==> config.mk <==
export PLATFORM = sky130hd
export DESIGN_NAME = prog_stream_loader
export DESIGN_NICKNAME = d
export VERILOG_FILES = /design/src/rtl/prog_loader_pkg.sv /design/src/rtl/prog_stream_loader_byte_line_assembler.sv /design/src/rtl/prog_stream_loader.sv
export SDC_FILE = /design/constraint.sdc
export NUM_CORES = 1
export LEC_CHECK = 0
export ABC_AREA = 1
export BUFFER_PORTS_ARGS = -buffer_cell sky130_fd_sc_hd__buf_4
export CAP_MARGIN = 20
export CORE_MARGIN = 1.5
export CORE_UTILIZATION = 60
export DETAILED_ROUTE_END_ITERATION = 8
export GPL_TIMING_DRIVEN = 0
export PLACE_DENSITY_LB_ADDON = 0.15
export RECOVER_POWER = 25
export SETUP_SLACK_MARGIN = 0.3
export SLEW_MARGIN = 20
export SYNTH_ARGS = -nofsm -noshare
export SYNTH_HDL_FRONTEND = slang
export SYNTH_SLANG_ARGS = --single-unit
==> constraint.sdc <==
create_clock -name clk -period 14.55 [get_ports clk]
set_input_delay 1.455 -clock clk [delete_from_list [all_inputs] [get_ports clk]]
set_output_delay 1.455 -clock clk [all_outputs]
set_load 0.03 [all_outputs]
==> src/rtl/prog_loader_pkg.sv <==
// Shared definitions for the program stream loader.
// Holds the loader state encoding, unit sizes and small helper functions
// used by the top level and the byte assembler.
package prog_loader_pkg;

    localparam int unsigned LINE_BYTES = 16;
    localparam int unsigned WORD_BYTES = 4;
    localparam int unsigned HDR_BYTES  = 4;

    localparam int unsigned BYTE_W = 8;
    localparam int unsigned LINE_W = LINE_BYTES * BYTE_W;
    localparam int unsigned WORD_W = WORD_BYTES * BYTE_W;
    localparam int unsigned IDX_W  = 32;
    localparam int unsigned CNT_W  = 5;

    typedef enum logic [2:0] {
        IHDR,
        IDATA,
        IWR,
        DHDR,
        DDATA,
        DWR,
        CKSUM,
        FIN
    } state_t;

    // States in which the loader takes bytes from the stream.
    function automatic logic accepts_bytes(input state_t s);
        return s inside {IHDR, IDATA, DHDR, DDATA, CKSUM};
    endfunction

    // Index of the byte that completes the current unit.
    function automatic logic [CNT_W-1:0] last_byte_idx(input logic line_mode,
                                                       input logic hdr_mode);
        logic [CNT_W-1:0] idx;
        if (line_mode) begin
            idx = CNT_W'(LINE_BYTES - 1);
        end else if (hdr_mode) begin
            idx = CNT_W'(HDR_BYTES - 1);
        end else begin
            idx = CNT_W'(WORD_BYTES - 1);
        end
        return idx;
    endfunction

endpackage

==> src/rtl/prog_stream_loader_byte_line_assembler.sv <==
// byte_line_assembler: collects stream bytes into a little-endian unit.
// Bytes enter at the top of a 128-bit shift register, so after N accepts
// the first byte sits at the low end of the top N bytes.
// Ports:
//   clk, reset   clock, async active-high reset
//   in_byte      byte to capture
//   accept       capture strobe (byte transferred this cycle)
//   clear        discard partial unit
//   unit_last    index of the byte completing the unit (3 or 15)
//   data         shift register contents
//   count        bytes captured in the current unit
//   full_c       this accept completes the unit
module byte_line_assembler
    import prog_loader_pkg::*;
(
    input  logic              clk,
    input  logic              reset,
    input  logic [BYTE_W-1:0] in_byte,
    input  logic              accept,
    input  logic              clear,
    input  logic [CNT_W-1:0]  unit_last,
    output logic [LINE_W-1:0] data,
    output logic [CNT_W-1:0]  count,
    output logic              full_c
);

    assign full_c = accept && (count == unit_last);

    // Shift in from the top; the count restarts on its own after each unit.
    always_ff @(posedge clk or posedge reset) begin
        if (reset) begin
            data  <= '0;
            count <= '0;
        end else if (clear) begin
            data  <= '0;
            count <= '0;
        end else if (accept) begin
            data  <= {in_byte, data[LINE_W-1:BYTE_W]};
            count <= full_c ? '0 : count + CNT_W'(1);
        end
    end

endmodule

==> src/rtl/prog_stream_loader.sv <==
// prog_stream_loader: turns a byte stream holding an instruction image and a
// data image into imem line writes and dmem word writes, holding `loading`
// high until the load is complete.
// Stream: icount(4B LE) lines*16B dcount(4B LE) words*4B [checksum(4B LE)]
// Optional: define PROG_LOADER_CKSUM_EN to require a 32-bit byte-sum trailer.
// Ports:
//   clk, reset     clock, async active-high reset
//   in_data/in_valid/in_ready   byte stream handshake
//   prog_loadaddr  byte address of the current write
//   prog_loaddata  imem line, or dmem word in [127:96]
//   prog_imem_we   imem line write strobe
//   prog_dmem_we   dmem word write strobe
//   loading        high until done
//   done           sticky completion flag
//   err            sticky error flag (capacity, checksum)
module prog_stream_loader
    import prog_loader_pkg::*;
#(
    parameter int unsigned ADDR_LEN   = 32,
    parameter int unsigned IMEM_LINES = 512,
    parameter int unsigned DMEM_WORDS = 64,
    parameter int unsigned DMEM_BASE  = 0
) (
    input  logic                clk,
    input  logic                reset,
    input  logic [BYTE_W-1:0]   in_data,
    input  logic                in_valid,
    output logic                in_ready,
    output logic [ADDR_LEN-1:0] prog_loadaddr,
    output logic [LINE_W-1:0]   prog_loaddata,
    output logic                prog_imem_we,
    output logic                prog_dmem_we,
    output logic                loading,
    output logic                done,
    output logic                err
);

`ifdef PROG_LOADER_CKSUM_EN
    localparam state_t DATA_END = CKSUM;
`else
    localparam state_t DATA_END = FIN;
`endif

    state_t             state_q, state_d;
    logic [IDX_W-1:0]   icount_q, icount_d;
    logic [IDX_W-1:0]   dcount_q, dcount_d;
    logic [IDX_W-1:0]   line_idx_q, line_idx_d;
    logic [IDX_W-1:0]   word_idx_q, word_idx_d;

    logic                in_ready_d;
    logic [ADDR_LEN-1:0] loadaddr_d;
    logic [LINE_W-1:0]   loaddata_d;
    logic                imem_we_d;
    logic                dmem_we_d;
    logic                loading_d;
    logic                done_d;
    logic                err_d;

    logic                accept_c;
    logic                asm_clear_c;
    logic [CNT_W-1:0]    asm_last_c;
    logic [LINE_W-1:0]   asm_data;
    logic [CNT_W-1:0]    asm_count;
    logic                asm_full_c;
    logic [LINE_W-1:0]   unit_c;
    logic [WORD_W-1:0]   word_c;
    logic [ADDR_LEN-1:0] imem_addr_c;
    logic [ADDR_LEN-1:0] dmem_addr_c;
    logic                unused_bits;

    assign accept_c    = in_valid && in_ready;
    assign asm_clear_c = !accepts_bytes(state_q);
    assign asm_last_c  = last_byte_idx(state_q == IDATA, state_q inside {IHDR, DHDR});

    byte_line_assembler u_asm (
        .clk       (clk),
        .reset     (reset),
        .in_byte   (in_data),
        .accept    (accept_c),
        .clear     (asm_clear_c),
        .unit_last (asm_last_c),
        .data      (asm_data),
        .count     (asm_count),
        .full_c    (asm_full_c)
    );

    // The completed unit includes the byte being accepted this cycle.
    assign unit_c = {in_data, asm_data[LINE_W-1:BYTE_W]};
    assign word_c = unit_c[LINE_W-1 -: WORD_W];

    // Addresses wrap modulo 2^ADDR_LEN.
    assign imem_addr_c = ADDR_LEN'({line_idx_q, 4'b0000});
    assign dmem_addr_c = ADDR_LEN'(64'(DMEM_BASE) + 64'({word_idx_q, 2'b00}));

    // The completion flag carries the framing; the raw count and the byte
    // about to be shifted out are not needed here.
    assign unused_bits = ^{asm_count, asm_data[BYTE_W-1:0]};

`ifdef PROG_LOADER_CKSUM_EN
    logic [WORD_W-1:0] sum_q;

    // Running sum of image payload bytes; headers and trailer excluded.
    always_ff @(posedge clk or posedge reset) begin
        if (reset) begin
            sum_q <= '0;
        end else if (accept_c && (state_q == IDATA || state_q == DDATA)) begin
            sum_q <= sum_q + WORD_W'(in_data);
        end
    end
`endif

    // State and registered outputs.
    always_ff @(posedge clk or posedge reset) begin
        if (reset) begin
            state_q       <= IHDR;
            icount_q      <= '0;
            dcount_q      <= '0;
            line_idx_q    <= '0;
            word_idx_q    <= '0;
            in_ready      <= 1'b0;
            prog_loadaddr <= '0;
            prog_loaddata <= '0;
            prog_imem_we  <= 1'b0;
            prog_dmem_we  <= 1'b0;
            loading       <= 1'b1;
            done          <= 1'b0;
            err           <= 1'b0;
        end else begin
            state_q       <= state_d;
            icount_q      <= icount_d;
            dcount_q      <= dcount_d;
            line_idx_q    <= line_idx_d;
            word_idx_q    <= word_idx_d;
            in_ready      <= in_ready_d;
            prog_loadaddr <= loadaddr_d;
            prog_loaddata <= loaddata_d;
            prog_imem_we  <= imem_we_d;
            prog_dmem_we  <= dmem_we_d;
            loading       <= loading_d;
            done          <= done_d;
            err           <= err_d;
        end
    end

    // Next state; write outputs are set up on entry to IWR/DWR so the
    // strobe lands in the bubble cycle.
    always_comb begin
        state_d    = state_q;
        icount_d   = icount_q;
        dcount_d   = dcount_q;
        line_idx_d = line_idx_q;
        word_idx_d = word_idx_q;
        loadaddr_d = prog_loadaddr;
        loaddata_d = prog_loaddata;
        imem_we_d  = 1'b0;
        dmem_we_d  = 1'b0;
        loading_d  = loading;
        done_d     = done;
        err_d      = err;

        case (state_q)
            IHDR: begin
                if (asm_full_c) begin
                    icount_d = word_c;
                    state_d  = (word_c == '0) ? DHDR : IDATA;
                end
            end
            IDATA: begin
                if (asm_full_c) begin
                    state_d    = IWR;
                    loaddata_d = unit_c;
                    loadaddr_d = imem_addr_c;
                    if (line_idx_q < IDX_W'(IMEM_LINES)) begin
                        imem_we_d = 1'b1;
                    end else begin
                        err_d = 1'b1;
                    end
                end
            end
            IWR: begin
                line_idx_d = line_idx_q + IDX_W'(1);
                state_d    = (line_idx_d != icount_q) ? IDATA : DHDR;
            end
            DHDR: begin
                if (asm_full_c) begin
                    dcount_d = word_c;
                    state_d  = (word_c == '0) ? DATA_END : DDATA;
                end
            end
            DDATA: begin
                if (asm_full_c) begin
                    state_d    = DWR;
                    loaddata_d = {word_c, {(LINE_W - WORD_W){1'b0}}};
                    loadaddr_d = dmem_addr_c;
                    if (word_idx_q < IDX_W'(DMEM_WORDS)) begin
                        dmem_we_d = 1'b1;
                    end else begin
                        err_d = 1'b1;
                    end
                end
            end
            DWR: begin
                word_idx_d = word_idx_q + IDX_W'(1);
                state_d    = (word_idx_d != dcount_q) ? DDATA : DATA_END;
            end
            CKSUM: begin
`ifdef PROG_LOADER_CKSUM_EN
                if (asm_full_c) begin
                    state_d = FIN;
                    if (word_c != sum_q) begin
                        err_d = 1'b1;
                    end
                end
`else
                state_d = FIN;
`endif
            end
            FIN: begin
                done_d    = 1'b1;
                loading_d = 1'b0;
            end
            default: state_d = FIN;
        endcase

        in_ready_d = accepts_bytes(state_d);
    end

endmodule

==> qor.yml, run 1 <==
job:
  max_cap_viol_count: 3
detailed_routing:
  drt_iter0_drc: 1767
  final_routed_drc_violation_total: 0
  wl_per_cell_um: 19.4
  detailedRoute.firstPassIterationCount: 5
  antenna_violating_nets_post_route: 0
  drt-vias-per-instance: 5.78
  routed_wl_um: 57100
  dr_total_vias: 17000
floorplanning:
  dieArea_um2: 32800
  horiz_die_dim_um: 181
  die_height_um: 181
  initial_core_util_pct: 60.7
  placementRows: 65
  area_of_the_core_um2: 31400
  io_pins: 177
clocking:
  tritoncts: "done"
  cts.sink_count: 420
  clkSlewWorstSetupHoldPaths_ns: 0.06
  cts_hold_buf: 0
  cts.root.buffer_cell: "sky130_fd_sc_hd__clkbuf_16"
  cts_buffers: 43
  post-cts-setup-buffer-count: 0
  cts-root-to-sink-buffers: 3
  htreeDepth: 2
  post_cts.resized_instances: 0
  clkLatencyLatePin_ns: 0.56
timing:
  worst_slew_margin_rel_pct: -244
  min_period_ns: 7.17
  maxSlewViolCount: 239
  grt_setup_unrepaired: "no"
  layout_worst_path_cycle_share_pct: 49.3
  fin_skew_ns: 0.0289
  setup_viol: 0
  max_freq_mhz: 139
  hold_slack_ns: 0.454
  finalHoldViolations: 0
  timing_worst_slew_pin_value_ns: 5.16
synth:
  number_of_synthesized_register_bits: 420
  synth-async-reset-ratio_pct: 100
  syn_area_um2: 19100
  dominant_synthesized_flop_cell: "sky130_fd_sc_hd__dfrtp_1"
  edff_count_synth: 0
  yosysWarningCount: 0
  synthesized_netlist_cell_count: 2284
  syn_avg_cell_area_um2: 8.35
  ys_seq_area_share_pct: 55.1
  yosys.cell_types.count: 39
finish:
  mostFrequentLayoutCell: "sky130_fd_sc_hd__nand2_1"
  post_layout_cell_count: 2940
  proportion_of_layout_cells_with_a_drive_suffix_above_1_pct: 12.6
  finalNetCount: 2522
  final_util_pct: 71.3
  most-common-layout-cells: "sky130_fd_sc_hd__nand2_1, sky130_fd_sc_hd__dfrtp_1, sky130_fd_sc_hd__o21ai_0, sky130_fd_sc_hd__inv_1, sky130_fd_sc_hd__buf_4"
  layout-area-overhead-vs-synth_pct: 17.3
  diodes: 0
global_routing:
  grt_start_max_net_pins: 100
  grt-ovfl-total: 0
  number_of_global_route_vias_before_repair: 16200
  grt_antenna_before_repair: 1
  total_grt_usage_pct: 35.2
  grt_first_pass_wirelength_um: 89500
run_status:
  failed_checks: "capacitance limit, slew limit"
  status: "finished with violations"
setup_path:
  critical_path.slowest_cell: "sky130_fd_sc_hd__clkbuf_1"
  worstPathArrival_ns: 6.60
  timing.critical_path.required_ns: 13.98
  worst-setup-path-type: "primary input to async pin"
  worst_setup_path_start_kind: "primary input"
  timing.critical_path.cells: "clkbuf_4 > clkinvlp_2 > clkbuf_1"
  cpPeakStageDelay_ns: 3.67
  worst_setup_path_end_kind: "async pin"
  critical_path_peak_fanout: 99
power_and_ir_drop:
  power.leakage_nw: 10.2
  peakVddDrop_mv: 0.109
  power_per_unit_of_standard_cell_area_nw_per_um2: 104
placement:
  number_of_buffers_added_on_ports: 174
  place.detailed.instances: 2865
  final_gp_congestion: 0.982
  place.detailed.hpwl_um: 42500
hold_path:
  min-delay-path-class: "flop to flop"
final cells by class:
class                           instances  area [µm²]
Multi-Input combinational cell       1502        7070
Tap cell                              402         503
Clock buffer                           58        1230
Inverter                              270        1010
Clock inverter                         17         201
Fill cell                            2417        9020
Sequential cell                       420       10500
Buffer                                 93         462
Timing Repair Buffer                  178        1370
metrics by stage:
| stage | worst slack [ns] | setup TNS, ns | total power [mW] | instance area, µm² |
|---|---|---|---|---|
| 4_1_cts | 11.32 | 0 | 2.33 | 22400 |
| 3_3_place_gp | -2.65 | -1090.50 | 1.22 | 20900 |
| 3_5_place_dp | 10.78 | 0 | 1.22 | 21000 |
| 2_1_floorplan | 1.41 | 0 | 1.21 | 19100 |
| 5_1_grt | 6.03 | 0 | 2.38 | 22400 |
| 6_report | 7.38 | 0 | 2.32 | 22400 |
report_power, final:
group	leakage [nW]	switching (mW)	total [mW]	internal [mW]
sequential	5.85	0	1.17	1.17
combinational	3.68	0.0275	0.0318	0.00438
clock	0.707	0.470	1.12	0.650
critical path, delay by kind of cell:
kind     cells  cell delay, ns
buf+inv      3            5.01
cell families (layout without fill, tap and decap cells):
kind of cell / after synthesis / after routing / synth area share [%]
simple gates: 1032 / 1032 / 23.1
compound gates: 447 / 447 / 12.6
flops: 420 / 420 / 55.1
buf+inv: 363 / 616 / 7.74
xor+xnor: 18 / 18 / 1.19
fa+ha+maj: 3 / 3 / 0.197
other cells: 1 / 2 / 0.0197
worst paths after layout:
kind | startpoint | endpoint | slack, ns | depth (start not counted)
worst max-delay path | reset | prog_loaddata[42]$_DFFE_PP0P_ | 7.38 | 3
worst min-delay path | loading$_DFFE_PP1N_ | loading$_DFFE_PP1N_ | 0.45 | 2
worst max register to register | state_q[2]$_DFF_PP0_ | in_ready$_DFF_PP0_ | 11.71 | 15
worst min register to register | loading$_DFFE_PP1N_ | loading$_DFFE_PP1N_ | 0.45 | 2
max in group clk | in_valid | prog_loaddata[4]$_DFFE_PP0P_ | 11.29 | 9
min in group asynchronous | reset | prog_loaddata[92]$_DFFE_PP0P_ | 1.48 | 2
Yosys cell counts (all sizes together) (2+ instances only):
master | instances | area [µm²]
a31oi | 2 | 12.5
and2 | 2 | 12.5
buf | 35 | 244
clkbuf | 58 | 218
clkinv | 2 | 7.51
dfrtp | 419 | 10500
ha | 3 | 37.5
inv | 268 | 1010
nand2 | 692 | 2640
nand3 | 121 | 626
nand3b | 27 | 203
nand4 | 15 | 93.8
nor2 | 152 | 706
nor3 | 14 | 70.1
nor4 | 7 | 43.8
o21ai | 317 | 1590
o22ai | 123 | 769
or2 | 2 | 12.5
xnor2 | 3 | 26.3
xnor3 | 4 | 90.1
xor2 | 10 | 87.6
registers in the layout, indices dropped and copies added, names as in the netlist, 3 cells and up:
name           cells
line_idx_q        32
dcount_q          32
icount_q          32
prog_loaddata    128
state_q            3
u_asm.count        5
u_asm.data       120
word_idx_q        32
prog_loadaddr     30
layer usage:
metal | global-route usage (%) | vias to the layer above | wire (µm)
li1 | - | 7837 | -
met1 | 49.2 | 8272 | 23800
met2 | 53.7 | 761 | 25600
met3 | 7.94 | 134 | 5370
met4 | 14.6 | 2 | 2400
met5 | 0 | - | 9
Note: power is estimated with default switching activity, not from simulation.
==> run 2, diff against run 1 <==
--- a/config.mk
+++ b/config.mk
@@ -5,7 +5,7 @@
 export SDC_FILE = /design/constraint.sdc
 export NUM_CORES = 1
 export LEC_CHECK = 0
-export ABC_AREA = 1
+export ABC_AREA = 0
 export BUFFER_PORTS_ARGS = -buffer_cell sky130_fd_sc_hd__buf_4
 export CAP_MARGIN = 20
 export CORE_MARGIN = 1.5
==> constraint.sdc (replaced) <==
create_clock -name clk -period 7.05 [get_ports clk]
set_input_delay 0.705 -clock clk [delete_from_list [all_inputs] [get_ports clk]]
set_output_delay 0.705 -clock clk [all_outputs]
set_load 0.03 [all_outputs]
==> qor.yml, run 2 <==
timing:
  setup-tns-final_ns: 0  # unchanged
  grt_setup_unrepaired: "no"
  finalHoldViolations: 0  # unchanged
  max_freq_mhz: 230
  fin_skew_ns: 0.0214  # -0.00750 ns
  setup_viol: 0  # unchanged
  layout_worst_path_cycle_share_pct: 61.7
  timing_worst_slew_pin_value_ns: 1.85  # -3.31 ns
  maxSlewViolCount: 159  # -33%
  min_period_ns: 4.35
  worst_slew_margin_rel_pct: -23.4  # +220 points
floorplanning:
  io_pins: 177  # unchanged
  area_of_the_core_um2: 31400  # unchanged
  die_height_um: 181  # about the same
  horiz_die_dim_um: 181  # about the same
  dieArea_um2: 32800  # about the same
  placementRows: 65  # unchanged
  initial_core_util_pct: 60.7  # about the same
synth:
  syn_avg_cell_area_um2: 9.41  # +13%
  most_instantiated_library_cell_after_synthesis: "sky130_fd_sc_hd__nand2_1"
  post_synth_xor_area_fraction_pct: 7.08  # +5.9 points
  synth_simple_gate_area_share_pct: 22.5  # -0.57 points
  synth_compound_area_share_pct: 6.19  # -6.4 points
  dominant_combinational_cell_family_by_area_after_synthesis: "simple AND/OR/NAND/NOR gates"
  synth_top_cells_by_count: "sky130_fd_sc_hd__nand2_1, sky130_fd_sc_hd__dfrtp_1, sky130_fd_sc_hd__a21oi_1"
  yosys.cell_types.count: 60  # +54%
  netlist.top_cell.by_area: "sky130_fd_sc_hd__dfrtp_1"
  yosysWarningCount: 0  # unchanged
  edff_count_synth: 0  # unchanged
  ys_seq_area_share_pct: 55.2  # about the same
  number_of_synthesized_register_bits: 420  # unchanged
  synth-adder-area-share_pct: 0.197  # about the same
  dominant_synthesized_flop_cell: "sky130_fd_sc_hd__dfrtp_1"
  synth_top_cell_area_share_pct: 55.0  # about the same
  synthesized_netlist_cell_count: 2026  # -11%
  syn_area_um2: 19100  # about the same
  muxShareOfSynthArea_pct: 5.35  # +5.4 points
  synth-async-reset-ratio_pct: 100  # unchanged
  synth.top_cells.by_area: "sky130_fd_sc_hd__dfrtp_1, sky130_fd_sc_hd__nand2_1, sky130_fd_sc_hd__xnor2_1"
detailed_routing:
  routed_wl_um: 53300  # -6.7%
  drt_iter0_drc: 1506  # -15%
  detailedRoute.firstPassIterationCount: 6  # +1
  drt-vias-per-instance: 5.85  # +1.2%
  dr_total_vias: 15800  # -7.1%
  final_routed_drc_violation_total: 0  # unchanged
  wl_per_cell_um: 19.7  # +1.6%
  antenna_violating_nets_post_route: 0  # unchanged
clocking:
  post_cts.resized_instances: 0  # unchanged
  cts.sink_count: 420  # unchanged
  cts_buffers: 44  # +2.3%
  cts.root.buffer_cell: "sky130_fd_sc_hd__clkbuf_16"
  tritoncts: "done"
  clkSlewWorstSetupHoldPaths_ns: 0.06  # about the same
  cts_hold_buf: 0  # unchanged
  htreeDepth: 2  # unchanged
  clkLatencyLatePin_ns: 0.55  # about the same
  post-cts-setup-buffer-count: 0  # unchanged
  cts-root-to-sink-buffers: 3  # unchanged
finish:
  largest_register_ffs: 128  # unchanged
  proportion_of_layout_cells_with_a_drive_suffix_above_1_pct: 15.4  # +2.8 points
  post_layout_cell_count: 2699  # -8.2%
  registers.top_by_ff_count: "prog_loaddata"
  final_util_pct: 71.6  # +0.39 points
  reg.largest.list: "prog_loaddata (128), u_asm.data (120)"
  mostFrequentLayoutCell: "sky130_fd_sc_hd__nand2_1"
  nFillCells: 2361  # -2.3%
  most-common-layout-cells: "sky130_fd_sc_hd__nand2_1, sky130_fd_sc_hd__dfrtp_1, sky130_fd_sc_hd__buf_4, sky130_fd_sc_hd__a21oi_1, sky130_fd_sc_hd__clkbuf_1"
  layout-area-overhead-vs-synth_pct: 18.0
  finalNetCount: 2276  # -9.8%
  area_taken_by_flip_flops_and_latches_um2: 10500  # unchanged
  final_area_um2: 22500  # +0.54%
  diodes: 0  # unchanged
  footprint_of_the_multi_input_gates_um2: 7890  # +12%
setup_path:
  buffers_plus_inverters_on_the_worst_setup_path: 5  # +2
  timing.critical_path.cells: "clkbuf_4 > clkinvlp_2 > clkbuf_1 > clkbuf_1 > clkbuf_1"
  cp_common_cell: "sky130_fd_sc_hd__clkbuf_1"
  worst_setup_path_start_kind: "primary input"
  timing.critical_path.required_ns: 7.50  # -6.48 ns
  worst_setup_path_end_kind: "async pin"
  worst_path_dominant_cell_family: "buffers and inverters"
  worstPathArrival_ns: 4.80  # -1.80 ns
  critical_path_peak_fanout: 31  # -69%
  worst-setup-path-type: "primary input to async pin"
  critical_path.slowest_cell: "sky130_fd_sc_hd__clkbuf_1"
  cpPeakStageDelay_ns: 1.33  # -2.34 ns
global_routing:
  total_grt_usage_pct: 33.1  # -2.2 points
  number_of_global_route_vias_before_repair: 15300  # -5.0%
  grt-ovfl-total: 0  # unchanged
  grt_antenna_before_repair: 1  # unchanged
  grt_first_pass_wirelength_um: 85100  # -4.9%
  grt_start_max_net_pins: 36  # -64%
power_and_ir_drop:
  cell_internal_pwr_mw: 4.47  # +140%
  power.leakage_nw: 11.1  # +8.5%
  netSwitchingFraction_pct: 31.8  # +10 points
  power_per_unit_of_standard_cell_area_nw_per_um2: 291  # +180%
  totalPowerFinal_mw: 6.55  # +180%
  share_seq_of_total_power_pct: 45.4  # -4.9 points
  p_comb_share_pct: 18.9  # +18 points
  sw_power_mw: 2.08  # +320%
  peakVddDrop_mv: 0.202  # +86%
  power.share.clock_pct: 35.8  # -13 points
placement:
  dpl_cell_area_um2: 21200  # +0.92%
  final_gp_congestion: 0.948  # -3.5%
  place.detailed.instances: 2618  # -8.6%
  number_of_buffers_added_on_ports: 174  # unchanged
  place.detailed.hpwl_um: 38200  # -10%
hold_path:
  min-delay-path-class: "primary input to async pin"
run_status:
  failed_checks: "capacitance limit, slew limit"
  status: "finished with violations"
job:
  max_cap_viol_count: 5  # +2
run 2: cell count changes in the layout (fill, tap and decap cells not counted), sizes merged, moves of 17 or more:
| cell | before | now |
|---|---|---|
| o21ai | 317 | 15 |
| inv | 267 | 18 |
| a21oi | 1 | 168 |
| o22ai | 123 | 0 |
| xnor2 | 3 | 106 |
| nand2 | 692 | 596 |
| clkbuf | 120 | 200 |
| nor2 | 152 | 80 |
| mux2 | 0 | 63 |
| xor2 | 10 | 48 |
| mux2i | 0 | 31 |
| nor4 | 7 | 35 |
| nand3b | 27 | 1 |
| nor3 | 14 | 31 |
run 2: worst paths after layout:
path,from,to,slack (ns),depth (start not counted)
max reg2reg,state_q[0]$_DFF_PP0_,prog_loaddata[7]$_DFFE_PP0P_,3.05,9
min,reset,line_idx_q[16]$_DFFE_PP0P_,0.32,2
min in group clk,in_data[3],prog_loaddata[123]$_DFFE_PP0P_,0.45,3
max,reset,icount_q[3]$_DFFE_PP0P_,2.70,5
max in group clk,state_q[0]$_DFF_PP0_,prog_loaddata[7]$_DFFE_PP0P_,3.05,9
min reg2reg,err$_DFFE_PP0P_,err$_DFFE_PP0P_,0.46,1
run 2: final cells by class:
type | count | share of cell area (%)
Clock inverter | 10 | 0.495
Sequential cell | 420 | 46.7
Tap cell | 402 | 2.24
Timing Repair Buffer | 189 | 6.45
Multi-Input combinational cell | 1440 | 35.1
Buffer | 151 | 2.70
Inverter | 16 | 0.273
Clock buffer | 71 | 6.02
run 2: cell families (layout without fill, tap and decap cells):
| kind of cell | Yosys count | in the layout |
|---|---|---|
| xor+xnor | 154 | 154 |
| other cells | 1 | 2 |
| buf+inv | 167 | 437 |
| mux | 94 | 94 |
| fa+ha+maj | 3 | 3 |
| simple gates | 974 | 974 |
| flops | 420 | 420 |
| compound gates | 213 | 213 |
run 2: through the flow:
stage / hold WS, ns / setup WS (ns)
2_1_floorplan: 0.467 / 0.680
3_3_place_gp: 0.440 / -1.53
3_5_place_dp: 0.449 / 3.03
4_1_cts: 0.227 / 3.19
5_1_grt: 0.393 / 1.85
6_report: 0.319 / 2.70
run 2: power groups by stage:
stage / registers (mW) / logic, mW / clock network, mW
after floorplan: 2.94 / 0.793 / 0
after global placement: 2.99 / 1.17 / 0
after detailed placement: 3.00 / 1.22 / 0
after CTS: 2.96 / 1.23 / 2.35
after global routing: 2.99 / 1.35 / 2.45
final: 2.97 / 1.24 / 2.34
run 2: metal layers:
layer	GRT usage, %	vias to the layer above	share of wire (%)
met5	0	-	0
met4	9.00	0	2.5
met3	5.85	105	8.2
met2	50.9	683	46
met1	48.6	7794	44
li1	-	7215	-
==> run 3, diff against run 2 <==
==> constraint.sdc (replaced) <==
create_clock -name clk -period 4.5 [get_ports clk]
set_input_delay 0.45 -clock clk [delete_from_list [all_inputs] [get_ports clk]]
set_output_delay 0.45 -clock clk [all_outputs]
set_load 0.03 [all_outputs]
==> qor.yml, run 3 (synthesized netlist as in run 2, its figures left out) <==
run_status:
  status: "finished with violations"
  failed_checks: "capacitance limit, slew limit"
placement:
  dpl_cell_area_um2: 21200  # unchanged
  final_gp_congestion: 0.948  # unchanged
  place.detailed.hpwl_um: 38200  # unchanged
  number_of_buffers_added_on_ports: 174  # unchanged
  place.detailed.instances: 2618  # unchanged
  place_worst_setup_slack_ns: 0.683  # -2.34 ns
clocking:
  post_cts.resized_instances: 0  # unchanged
  clkSlewWorstSetupHoldPaths_ns: 0.06  # about the same
  cts.root.buffer_cell: "sky130_fd_sc_hd__clkbuf_16"
  cts-root-to-sink-buffers: 3  # unchanged
  post-cts-setup-buffer-count: 0  # unchanged
  cts.sink_count: 420  # unchanged
  cts_buffers: 44  # unchanged
  htreeDepth: 2  # unchanged
  cts_hold_buf: 1  # +1
  clkLatencyLatePin_ns: 0.55  # about the same
  tritoncts: "done"
floorplanning:
  io_pins: 177  # unchanged
  placementRows: 65  # unchanged
  die_height_um: 181  # unchanged
  initial_core_util_pct: 60.7  # unchanged
  dieArea_um2: 32800  # unchanged
  horiz_die_dim_um: 181  # unchanged
  area_of_the_core_um2: 31400  # unchanged
timing:
  finalHoldViolations: 0  # unchanged
  setup-tns-final_ns: 0  # unchanged
  maxSlewViolCount: 68  # -57%
  max_freq_mhz: 251
  timing_worst_slew_pin_value_ns: 1.90  # +0.0446 ns
  grt_setup_unrepaired: "no"
  fin_skew_ns: 0.0180  # -0.00334 ns
  worst_slew_margin_rel_pct: -26.4  # -3.0 points
  setup_viol: 0  # unchanged
  hold_slack_ns: 0.190  # -0.129 ns
  final.setup.worst_slack_ns: 0.514  # -2.18 ns
  layout_worst_path_cycle_share_pct: 88.6
  min_period_ns: 3.99
finish:
  diodes: 0  # unchanged
  reg.largest.list: "prog_loaddata (128), u_asm.data (120)"
  proportion_of_layout_cells_with_a_drive_suffix_above_1_pct: 14.2  # -1.2 points
  finalNetCount: 2277  # +0.044%
  final_util_pct: 71.6  # about the same
  mostFrequentLayoutCell: "sky130_fd_sc_hd__nand2_1"
  final_area_um2: 22500  # about the same
  post_layout_cell_count: 2700  # +0.037%
  most-common-layout-cells: "sky130_fd_sc_hd__nand2_1, sky130_fd_sc_hd__dfrtp_1, sky130_fd_sc_hd__a21oi_1, sky130_fd_sc_hd__clkbuf_1, sky130_fd_sc_hd__buf_4"
  registers.top_by_ff_count: "prog_loaddata"
  layout-area-overhead-vs-synth_pct: 17.9  # about the same
  largest_register_ffs: 128  # unchanged
detailed_routing:
  drt_iter0_drc: 1543  # +2.5%
  dr_total_vias: 15700  # -0.30%
  detailedRoute.firstPassIterationCount: 5  # -1
  drt-vias-per-instance: 5.83  # -0.34%
  antenna_violating_nets_post_route: 0  # unchanged
  routed_wl_um: 53400  # +0.15%
  wl_per_cell_um: 19.8  # +0.11%
  final_routed_drc_violation_total: 0  # unchanged
setup_path:
  r2r.worst_path.cells: 9  # unchanged
  worst-setup-path-type: "flop to flop"
  worst_setup_path_end_kind: "flop"
  critical_path_peak_fanout: 10  # -68%
  worst_setup_path_start_kind: "flop"
  timing.critical_path.required_ns: 4.97  # -2.53 ns
  worst_r2r_endpoint: "prog_loaddata[7]$_DFFE_PP0P_"
  worstPathArrival_ns: 4.45  # -0.35 ns
  worst_reg_to_reg_setup_slack_ns: 0.51  # -2.54 ns
  crit-reg2reg-launch: "state_q[0]$_DFF_PP0_"
power_and_ir_drop:
  peakVddDrop_mv: 0.310  # +53%
  power_per_unit_of_standard_cell_area_nw_per_um2: 456  # +57%
  power.leakage_nw: 11.0  # -0.77%
  totalPowerFinal_mw: 10.2  # +56%
hold_path:
  hold_path.startpoint: "in_data[1]"
  worst_hold_path.endpoint: "prog_loaddata[121]$_DFFE_PP0P_"
  min-delay-path-class: "primary input to flop"
  worstHoldPathCells: 3
global_routing:
  grt_first_pass_wirelength_um: 85100  # unchanged
  total_grt_usage_pct: 33.1  # unchanged
  grt_start_max_net_pins: 36  # unchanged
  grt-ovfl-total: 0  # unchanged
  grt_antenna_before_repair: 1  # unchanged
  number_of_global_route_vias_before_repair: 15300  # +0.013%
job:
  max_cap_viol_count: 2  # -3
[run 3: cell type report]
type	instances	area, µm²
Multi-Input combinational cell	1440	7890
Clock buffer	71	1350
Inverter	16	61.3
Timing Repair Buffer	190	1440
Sequential cell	420	10500
Tap cell	402	503
Fill cell	2387	8920
Buffer	151	607
Clock inverter	10	111
[run 3: power by group]
group / switching [mW] / total [mW] / internal, mW / leakage [nW]
Combinational: 1.26 / 1.93 / 0.669 / 4.48
Clock: 1.49 / 3.66 / 2.17 / 0.725
Sequential: 0.510 / 4.65 / 4.14 / 5.81
Total: 3.26 / 10.2 / 6.99 / 11.0
[run 3: critical path, stage by stage, from the launching register on]
cell	delay, ns
sky130_fd_sc_hd__dfrtp_1	0.33
sky130_fd_sc_hd__clkbuf_1	0.35
sky130_fd_sc_hd__nand2b_1	0.22
sky130_fd_sc_hd__nor2_1	0.46
sky130_fd_sc_hd__nand3_1	0.27
sky130_fd_sc_hd__nor2_1	0.92
sky130_fd_sc_hd__clkbuf_1	0.59
sky130_fd_sc_hd__buf_1	0.50
sky130_fd_sc_hd__nand3_1	0.16
sky130_fd_sc_hd__nand2_1	0.11
[run 3: how the worst max path moves through the flow]
stage	startpoint	endpoint	slack (ns)	cells past startpoint
final	state_q[0]$_DFF_PP0_	prog_loaddata[7]$_DFFE_PP0P_	0.51	9
after global routing	state_q[0]$_DFF_PP0_	prog_loaddata[4]$_DFFE_PP0P_	0.36	9
after CTS	state_q[0]$_DFF_PP0_	prog_loaddata[2]$_DFFE_PP0P_	0.64	9
after detailed placement	state_q[0]$_DFF_PP0_	prog_loaddata[2]$_DFFE_PP0P_	0.68	9
after global placement	reset	prog_loaddata[76]$_DFFE_PP0P_	-3.82	2
after floorplan	reset	dcount_q[0]$_DFFE_PP0P_	-1.61	1
[run 3: layer usage]
metal | up-vias | global-route usage (%) | wire length (µm)
met5 | - | 0 | 0
met4 | 0 | 9.00 | 1300
met3 | 94 | 5.83 | 4450
met2 | 678 | 50.9 | 24400
met1 | 7760 | 48.6 | 23200
li1 | 7217 | - | -
